--- src/rtl/ppu_vram_pkg.sv ---
`default_nettype none
// ============================================================================
// Module   : ppu_vram_pkg
// Brief    : Shared requester ids, mirroring encoding and VRAM region bases
// Revision : 1.0 - initial release
// ============================================================================
package ppu_vram_pkg;

    typedef logic [1:0] req_id_t;

    localparam req_id_t REQ_RND = 2'd0;
    localparam req_id_t REQ_COL = 2'd1;
    localparam req_id_t REQ_CPU = 2'd2;

    localparam logic MIRROR_HORZ = 1'b0;
    localparam logic MIRROR_VERT = 1'b1;

    localparam logic [15:0] PALETTE_BASE = 16'h3F00;
    localparam logic [15:0] NT_BASE      = 16'h2000;

    typedef struct packed {
        logic    valid;
        req_id_t id;
    } tag_t;

endpackage
`default_nettype wire

--- src/rtl/ppu_vram_addr_map.sv ---
`default_nettype none
// ============================================================================
// Module   : ppu_vram_addr_map
// Brief    : Combinational PPU address mirroring (palette, nametable, $3xxx alias)
// Revision : 1.0 - initial release
// ============================================================================
module ppu_vram_addr_map
    import ppu_vram_pkg::*;
(
    input  logic [15:0] addr,
    input  logic        mirror_vert,
    output logic [15:0] mapped
);

    logic [13:0] w_a;
    logic [13:0] w_nt;
    logic        w_unused_hi;

    assign w_unused_hi = ^addr[15:14];

    always_comb begin
        w_a    = addr[13:0];
        w_nt   = w_a;
        mapped = {2'b00, w_a};
        if (w_a >= PALETTE_BASE[13:0]) begin
            mapped = PALETTE_BASE | {11'd0, w_a[4:0]};
            // Sprite palette entry 0 of each group aliases the background entry
            if (w_a[4] && (w_a[1:0] == 2'b00)) begin
                mapped[4] = 1'b0;
            end
        end else if (w_a >= NT_BASE[13:0]) begin
            w_nt = {2'b10, w_a[11:0]};
            if (mirror_vert == MIRROR_HORZ) begin
                w_nt[10] = w_nt[11];
            end
            w_nt[11] = 1'b0;
            mapped   = {2'b00, w_nt};
        end
    end

endmodule
`default_nettype wire

--- src/rtl/ppu_vram_arbiter.sv ---
`default_nettype none
// ============================================================================
// Module   : ppu_vram_arbiter
// Brief    : Three-way VRAM port arbiter with mirroring and tagged read return
// Revision : 1.0 - initial release
// ============================================================================
module ppu_vram_arbiter
    import ppu_vram_pkg::*;
#(
    parameter int RD_LAT       = 1,
    parameter int CPU_MAX_WAIT = 32
) (
    input  logic        clk,
    input  logic        rst,
    input  logic        mirror_vert,
    input  logic        rnd_req,
    input  logic [15:0] rnd_addr,
    output logic        rnd_gnt,
    output logic        rnd_rvalid,
    input  logic        col_req,
    input  logic [15:0] col_addr,
    output logic        col_gnt,
    output logic        col_rvalid,
    input  logic        cpu_req,
    input  logic        cpu_we,
    input  logic [15:0] cpu_addr,
    input  logic [7:0]  cpu_wdata,
    output logic        cpu_gnt,
    output logic        cpu_rvalid,
    output logic [7:0]  rdata,
    output logic [15:0] vram_addr,
    output logic        vram_we,
    output logic [7:0]  vram_wdata,
    input  logic [7:0]  vram_rdata,
    output logic        busy
);

    localparam int WAIT_W = (CPU_MAX_WAIT < 1) ? 1 : $clog2(CPU_MAX_WAIT + 1);
    localparam logic [WAIT_W-1:0] WAIT_MAX = WAIT_W'(CPU_MAX_WAIT);

    logic [WAIT_W-1:0] r_cpu_wait;
    logic              w_cpu_first;
    logic              w_rnd_gnt;
    logic              w_col_gnt;
    logic              w_cpu_gnt;
    logic              w_any_gnt;
    logic [15:0]       w_sel_addr;
    logic [15:0]       w_map_addr;
    tag_t              w_new_tag;
    tag_t              r_tag [RD_LAT+1];
    logic              w_tag_busy;

    logic [15:0]       r_vram_addr;
    logic              r_vram_we;
    logic [7:0]        r_vram_wdata;
    logic [7:0]        r_rdata;
    logic              r_rnd_rvalid;
    logic              r_col_rvalid;
    logic              r_cpu_rvalid;

    // Grants are held off during reset so nothing is issued in that cycle
    always_comb begin
        w_cpu_first = (r_cpu_wait >= WAIT_MAX);
        w_rnd_gnt   = 1'b0;
        w_col_gnt   = 1'b0;
        w_cpu_gnt   = 1'b0;
        if (!rst) begin
            if (w_cpu_first && cpu_req) begin
                w_cpu_gnt = 1'b1;
            end else if (rnd_req) begin
                w_rnd_gnt = 1'b1;
            end else if (col_req) begin
                w_col_gnt = 1'b1;
            end else if (cpu_req) begin
                w_cpu_gnt = 1'b1;
            end
        end
    end

    assign w_any_gnt  = w_rnd_gnt | w_col_gnt | w_cpu_gnt;
    assign w_sel_addr = w_cpu_gnt ? cpu_addr : (w_col_gnt ? col_addr : rnd_addr);

    ppu_vram_addr_map u_addr_map (
        .addr        (w_sel_addr),
        .mirror_vert (mirror_vert),
        .mapped      (w_map_addr)
    );

    always_ff @(posedge clk) begin
        if (rst) begin
            r_cpu_wait <= '0;
        end else if (w_cpu_gnt) begin
            r_cpu_wait <= '0;
        end else if (cpu_req && (r_cpu_wait != WAIT_MAX)) begin
            r_cpu_wait <= r_cpu_wait + 1'b1;
        end
    end

    always_ff @(posedge clk) begin
        if (rst) begin
            r_vram_addr  <= '0;
            r_vram_we    <= 1'b0;
            r_vram_wdata <= '0;
        end else begin
            r_vram_we <= w_cpu_gnt & cpu_we;
            if (w_any_gnt) begin
                r_vram_addr <= w_map_addr;
            end
            if (w_cpu_gnt && cpu_we) begin
                r_vram_wdata <= cpu_wdata;
            end
        end
    end

    always_comb begin
        w_new_tag.valid = w_any_gnt & ~(w_cpu_gnt & cpu_we);
        w_new_tag.id    = w_cpu_gnt ? REQ_CPU : (w_col_gnt ? REQ_COL : REQ_RND);
    end

    // Stage k holds the read whose address went out k+1 cycles ago
    always_ff @(posedge clk) begin
        if (rst) begin
            for (int i = 0; i <= RD_LAT; i++) begin
                r_tag[i] <= '0;
            end
        end else begin
            r_tag[0] <= w_new_tag;
            for (int i = 1; i <= RD_LAT; i++) begin
                r_tag[i] <= r_tag[i-1];
            end
        end
    end

    always_comb begin
        w_tag_busy = 1'b0;
        for (int i = 0; i <= RD_LAT; i++) begin
            w_tag_busy = w_tag_busy | r_tag[i].valid;
        end
    end

    always_ff @(posedge clk) begin
        if (rst) begin
            r_rdata      <= '0;
            r_rnd_rvalid <= 1'b0;
            r_col_rvalid <= 1'b0;
            r_cpu_rvalid <= 1'b0;
        end else begin
            r_rnd_rvalid <= r_tag[RD_LAT].valid && (r_tag[RD_LAT].id == REQ_RND);
            r_col_rvalid <= r_tag[RD_LAT].valid && (r_tag[RD_LAT].id == REQ_COL);
            r_cpu_rvalid <= r_tag[RD_LAT].valid && (r_tag[RD_LAT].id == REQ_CPU);
            if (r_tag[RD_LAT].valid) begin
                r_rdata <= vram_rdata;
            end
        end
    end

    assign rnd_gnt    = w_rnd_gnt;
    assign col_gnt    = w_col_gnt;
    assign cpu_gnt    = w_cpu_gnt;
    assign rnd_rvalid = r_rnd_rvalid;
    assign col_rvalid = r_col_rvalid;
    assign cpu_rvalid = r_cpu_rvalid;
    assign rdata      = r_rdata;
    assign vram_addr  = r_vram_addr;
    assign vram_we    = r_vram_we;
    assign vram_wdata = r_vram_wdata;
    assign busy       = ~rst & (w_tag_busy | w_any_gnt);

endmodule
`default_nettype wire

--- config.mk ---
export PLATFORM = sky130hd
export DESIGN_NAME = ppu_vram_arbiter
export DESIGN_NICKNAME = d
export VERILOG_FILES = /design/src/rtl/ppu_vram_pkg.sv /design/src/rtl/ppu_vram_addr_map.sv /design/src/rtl/ppu_vram_arbiter.sv
export SDC_FILE = /design/constraint.sdc
export NUM_CORES = 1
export LEC_CHECK = 0
export ABC_AREA = 1
export BUFFER_PORTS_ARGS = -buffer_cell sky130_fd_sc_hd__buf_2
export CORE_UTILIZATION = 30
export CTS_CLUSTER_DIAMETER = 30
export DETAILED_ROUTE_END_ITERATION = 10
export GPL_TIMING_DRIVEN = 0
export PLACE_DENSITY = 0.57
export SYNTH_ARGS = -nofsm -noshare
export SYNTH_HDL_FRONTEND = slang
export SYNTH_SLANG_ARGS = --single-unit
export TNS_END_PERCENT = 20
--- constraint.sdc ---
create_clock -name clk -period 1.43 [get_ports clk]
set_input_delay 0.0715 -clock clk [delete_from_list [all_inputs] [get_ports clk]]
set_output_delay 0.0715 -clock clk [all_outputs]
set_load 0.02 [all_outputs]
* Yosys cells after proc, flatten, opt, wreduce, memory -nomap -nowiden
Memories as Yosys holds them, arrays and structs flattened. Cells that the tools add are included.
Operators by class: add/sub/neg operators 1, order comparisons 3, eq/ne operators 3, mux-type cells 25, bitwise operators 11, reductions and logical operators 10
Operator list (number):
- 2-to-1 mux 14 bit | 3
- >= comparator 14 bit, second input constant | 2
- 2-to-1 mux 1 bit | 18
- 2-to-1 mux 16 bit | 1
- logical AND 1 bit | 7
- adder 6 x 1 -> 6 bit, second input constant | 1
- >= comparator 6 bit, second input constant | 1
- 2-to-1 mux 3 bit | 2
- inequality test 6 bit, second input constant | 1
- OR 1 bit | 6
- zero test 2 bit | 2
- AND 1 bit | 3
- == test 2 x 1 -> 1 bit, second input constant | 1
- == test 2 bit, second input constant | 1
- 2-to-1 mux 2 bit | 1
- inverter 1 bit | 2
- OR reduction 2 bit | 1
Storage, ports and cells: register bits 42, bits in writable memories 6, logic and storage cells 62, memories 1
Memory list:
- r_tag | depth 2, width 3, read ports 2, clocked after Yosys merged registers in 0, write ports 2, RTL line ppu_vram_arbiter.sv:50 | tag_t r_tag [RD_LAT+1];

* Logic depth before layout (Yosys ltp)
word-level depth 10, mapped depth 12, gate-level depth less buffers 12

* By module
Synthesis repeated with hierarchy kept, for this count alone.
Unflattened totals: cells, all modules 381, area, all modules 2558.7 um^2
By module, submodules not included:
- ppu_vram_arbiter | instances 1, cells each 345, area an instance 2374.8 um^2, sequential area each 960.9 um^2
- ppu_vram_addr_map | instances 1, cells each 36, area an instance 183.9 um^2, sequential area each 0.0 um^2

* Worst setup path after synthesis
No wires, ideal clock.
path type reg2reg, start point register r_cpu_wait[5], end point register r_vram_addr[4] (netlist: vram_addr[4]), setup time 0.066 ns, data arrival time 1.578 ns, required time 1.364 ns, slack -0.214 ns, cell stages (with the launch flop) 11, buffers on the path 1, path through dfxtp_1 -> nand2_4 -> nand2_2 -> nor2_1 -> nor2_1 -> nand2_2 -> buf_4 -> o21ai_1 -> a31oi_1 -> nand2_1 -> a21oi_2
Between the ends: elaborated cells on any way between the ends 18, classes of those cells order compare (2); mux (11); bitwise (2); reduce/logical (3)
RTL lines:
- start: declaration | RTL line ppu_vram_arbiter.sv:41 | logic [WAIT_W-1:0] r_cpu_wait;
- start signal: assignment | RTL line ppu_vram_arbiter.sv:95 | r_cpu_wait <= r_cpu_wait + 1'b1;
- >= comparator 6 bit | RTL line ppu_vram_arbiter.sv:63 | w_cpu_first = (r_cpu_wait >= WAIT_MAX);
- logical AND 1 bit | RTL line ppu_vram_arbiter.sv:68 | if (w_cpu_first && cpu_req) begin
- 2-to-1 mux 1 bit | RTL line ppu_vram_arbiter.sv:68
- 2-to-1 mux 1 bit | RTL line ppu_vram_arbiter.sv:67 | if (!rst) begin
- net rnd_gnt | RTL line ppu_vram_arbiter.sv:18 | output logic rnd_gnt,
- OR 1 bit (2 in series) | RTL line ppu_vram_arbiter.sv:80 | assign w_any_gnt = w_rnd_gnt | w_col_gnt | w_cpu_gnt;
- end signal: assignment | RTL line ppu_vram_arbiter.sv:107 | r_vram_addr <= w_map_addr;
- end: declaration | RTL line ppu_vram_arbiter.sv:53 | logic [15:0] r_vram_addr;
The timed path passes the listed nets, and every way through them passes these cells. A chain may end at the register's enable or synchronous reset.

* Worst setup path in the final report
start point register r_cpu_wait[5], end point register r_vram_addr[4] (netlist: vram_addr[4])
Between the ends: cells in the longest elaborated chain, start to end 10, elaborated cells on any way between the ends 18, classes of those cells order compare (2); mux (11); bitwise (2); reduce/logical (3)
RTL lines (RTL line):
- >= comparator 6 bit * | ppu_vram_arbiter.sv:63
- logical AND 1 bit * | ppu_vram_arbiter.sv:68
- parallel branches: the longest is 8 deep, another holds >= comparator 14 bit
Every way passes the cells marked *.

==> impl_metrics.env <==
export IMPL_status="complete, but fails checks"
export IMPL_violations="setup timing"
export IMPL_antenna_found_initial=0
export IMPL_multi_input_area_sq_um=1155
export IMPL_drive_above_1_share_pct=39.82
export IMPL_drt_wl_total_um=6317
export IMPL_clkTransAtPathRegs_ns=0.08
export IMPL_hold_violations=0
export IMPL_met3_usage_pct=3.770
export IMPL_hpwlAfterDp_um=4593
export IMPL_use_met1_pct=19.68
export IMPL_critical_path_buf_inv_count=2
export IMPL_ys_seq_elements=46
export IMPL_start_util_pct=31.78
export IMPL_cp_required_ns=1.61
export IMPL_cp_top_family="simple AND/OR/NAND/NOR gates"
export IMPL_slew_violations=0
export IMPL_grt_most_used_layer="met2"
export IMPL_ir_drop_uv=470.7
export IMPL_postSynthCellCount=304
export IMPL_crit_top_cell="nand2_1"
export IMPL_hold_class="input pin to flop"
export IMPL_synth_top_cells_by_count="nand2_1 (72), dfxtp_1 (46), nor2_1 (33), inv_1 (32)"
export IMPL_regArea_sq_um=927.1
export IMPL_n_fill_cell=723
export IMPL_clock_path_buffers=2
export IMPL_synth_edf_count=0
export IMPL_power_density_nw_per_um2=850.2
export IMPL_grt_overflow_total=0
export IMPL_drv_cap=0
export IMPL_syn_cell_area_sq_um=2207
export IMPL_drt_iter0_markers=54
export IMPL_gp_congestion=0.8230
export IMPL_p_total_mw=2.779
export IMPL_yosysWarnings=0
export IMPL_grtUsageMet2_pct=30.23
export IMPL_worst_slack_ns=-0.1861
export IMPL_drcViolationCount=0
export IMPL_rsz0062_at_grt="yes"
export IMPL_num_rows=30
export IMPL_cts_root_buf="clkbuf_8"
export IMPL_clkLatencyLatePin_ns=0.29
export IMPL_dieArea_sq_um=7704
export IMPL_numCtsBuffers=5
export IMPL_cp_max_fo=8
export IMPL_syn_to_final_growth_pct=48.07
export IMPL_route_vias_total=2376
export IMPL_async_flop_share_pct=0
export IMPL_critical_path_arrival_ns=1.80
export IMPL_finalCritPeriodShare_pct=113.0
export IMPL_ctsHtreeMaxLevel=2
export IMPL_grt_pass1_vias=2224
export IMPL_synthTopCellsByArea="dfxtp_1 (42%), nand2_1 (12%), nor2_1 (5.6%)"
export IMPL_timing_final_crit_period_ns=1.616
export IMPL_nNetsFinal=510
export IMPL_dp_cells=502
export IMPL_grt_pass1_wl_um=9908
export IMPL_avgSynthCellArea_sq_um=7.260
export IMPL_grt_util_all_layers_pct=16.56
export IMPL_hold_ws_ns=0.005308
export IMPL_fmax_mhz=618.8
export IMPL_n_antenna_cell=0
export IMPL_die_x_um=87.78
export IMPL_finalClockSkew_ns=0.004121
export IMPL_fin_cells=533
export IMPL_yosysSeqAreaShare_pct=41.72
export IMPL_clkSinkCount=46
export IMPL_end_kind="flop"
export IMPL_io_buffer_count=101
export IMPL_cts_tree="built"
export IMPL_synth_area_leader_cell="dfxtp_1"
export IMPL_finalSetupViolCount=13
export IMPL_critical_path_cell_chain="nand2_8 > nand2_2 > nand3_4 > buf_4 > clkinv_4 > nand2_1 > nand2_1 > nand2_1 > nor2_4 > nand3_1 > nand2_1 > a21oi_2"
export IMPL_synth_top_area_share_pct=41.72
export IMPL_start_kind="flop"
export IMPL_power_leakage_nw=1.712
export IMPL_postRouteAntennaNets=0
export IMPL_worstSetupPathType="flop to flop"
export IMPL_fp_dieH_um=87.78
export IMPL_synth_ff_type="dfxtp_1"
export IMPL_critPathMaxStageDelay_ns=0.38
export IMPL_core_sq_um=6944
export IMPL_dp_slack_ns=-0.2515
export IMPL_wl_per_cell_um=11.85
export IMPL_firstDrtPassIters=4
export IMPL_setup_tns_ns=-1.479
export IMPL_post_drt_via_cell_ratio=4.458
export IMPL_grt_max_degree=14
export IMPL_synth_cell_types=35
export IMPL_synth_most_common_cell="nand2_1"
export IMPL_crit_slowest_cell="dfxtp_4"
export IMPL_ios=111
cell usage in the layout, fill, tap and decap left out, types with 3 or more instances in the layout:
cell type      instances
buf_2                102
o21ai_1                4
nor2_4                 4
dfxtp_1               43
a21oi_2                4
dlygate4sd3_1         11
nand3_1               22
o211ai_1               5
buf_8                  3
a21oi_1                8
o21ai_2                3
nor2_1                31
buf_6                  4
buf_4                 15
inv_2                  4
inv_1                 30
nand2_1               68
nand4_1                8
a31oi_1                4
nand2_2                9
clkbuf_8               5
o21ai_0               18
tightest hold or removal path: stages:
cell and delay [ns]:
buf_2 0.07, nor2_1 0.03, nor2_1 0.08
metal layers:
layer / up-vias / wire length, um / share of wire, %
li1: 1241 / - / -
met1: 1060 / 2766 / 44
met2: 68 / 3189 / 50
met3: 7 / 313 / 5.0
met4: 0 / 48 / 0.76
met5: - / 0 / 0
final cells by class:
cell class                      count  share of cell area, %
Timing Repair Buffer              125                  22.13
Buffer                             13                  3.446
Tap cell                           96                  3.675
Inverter                           37                  4.632
Sequential cell                    46                  28.37
Clock inverter                      2                 0.3063
Clock buffer                        5                  2.106
Multi-Input combinational cell    209                  35.34
registers in the layout, summed over array words and instances (netlist names):
name	flops
r_cpu_wait	6
vram_wdata	8
vram_we	1
r_tag	6
col_rvalid	1
rnd_rvalid	1
rdata	8
vram_addr	14
cpu_rvalid	1
power breakdown:
| group | switching [mW] | internal, mW | total, mW |
|---|---|---|---|
| combinational | 0.375 | 0.275 | 0.650 |
| clock | 0.415 | 0.329 | 0.744 |
| sequential | 0.0354 | 1.35 | 1.39 |
final timing paths:
kind | startpoint | to | slack [ns] | cells after the start
setup / recovery | r_cpu_wait[5] | vram_addr[4] | -0.19 | 12
hold / removal | vram_rdata[1] | rdata[1] | 0.005 | 3
setup reg to reg | r_cpu_wait[5] | vram_addr[4] | -0.19 | 12
hold reg to reg | r_tag[0][0] | r_tag[0][3] | 0.41 | 2
through the flow:
stage / instance area, sq um / utilization, %
after floorplan: 2231 / -
after global placement: 2856 / 41.14
after detailed placement: 2856 / 41.14
after CTS: 3183 / 45.84
after global routing: 3268 / 47.06
final: 3268 / 47.06
what timing repair did:
item,in CTS,in global routing
pin swaps,6,8
setup buffers,11,2
setup endpoints to repair,27,27
hold endpoints to repair,11,0
gates resized for setup,16,24
hold buffers,11,0
cells by family (layout without fill, tap and decap cells):
kind of cell,count (synthesis),in the layout,share of synthesized area [%]
AOI/OAI and AO/OA,50,50,13.83
buffers and inverters,50,182,10.71
adders and majority gates,2,2,1.134
xor gates and xnor gates,1,1,0.3969
and+or+nand+nor,154,154,32.03
DFF,46,46,41.72
other,1,2,0.1699
(Power assumes the default switching activity.)
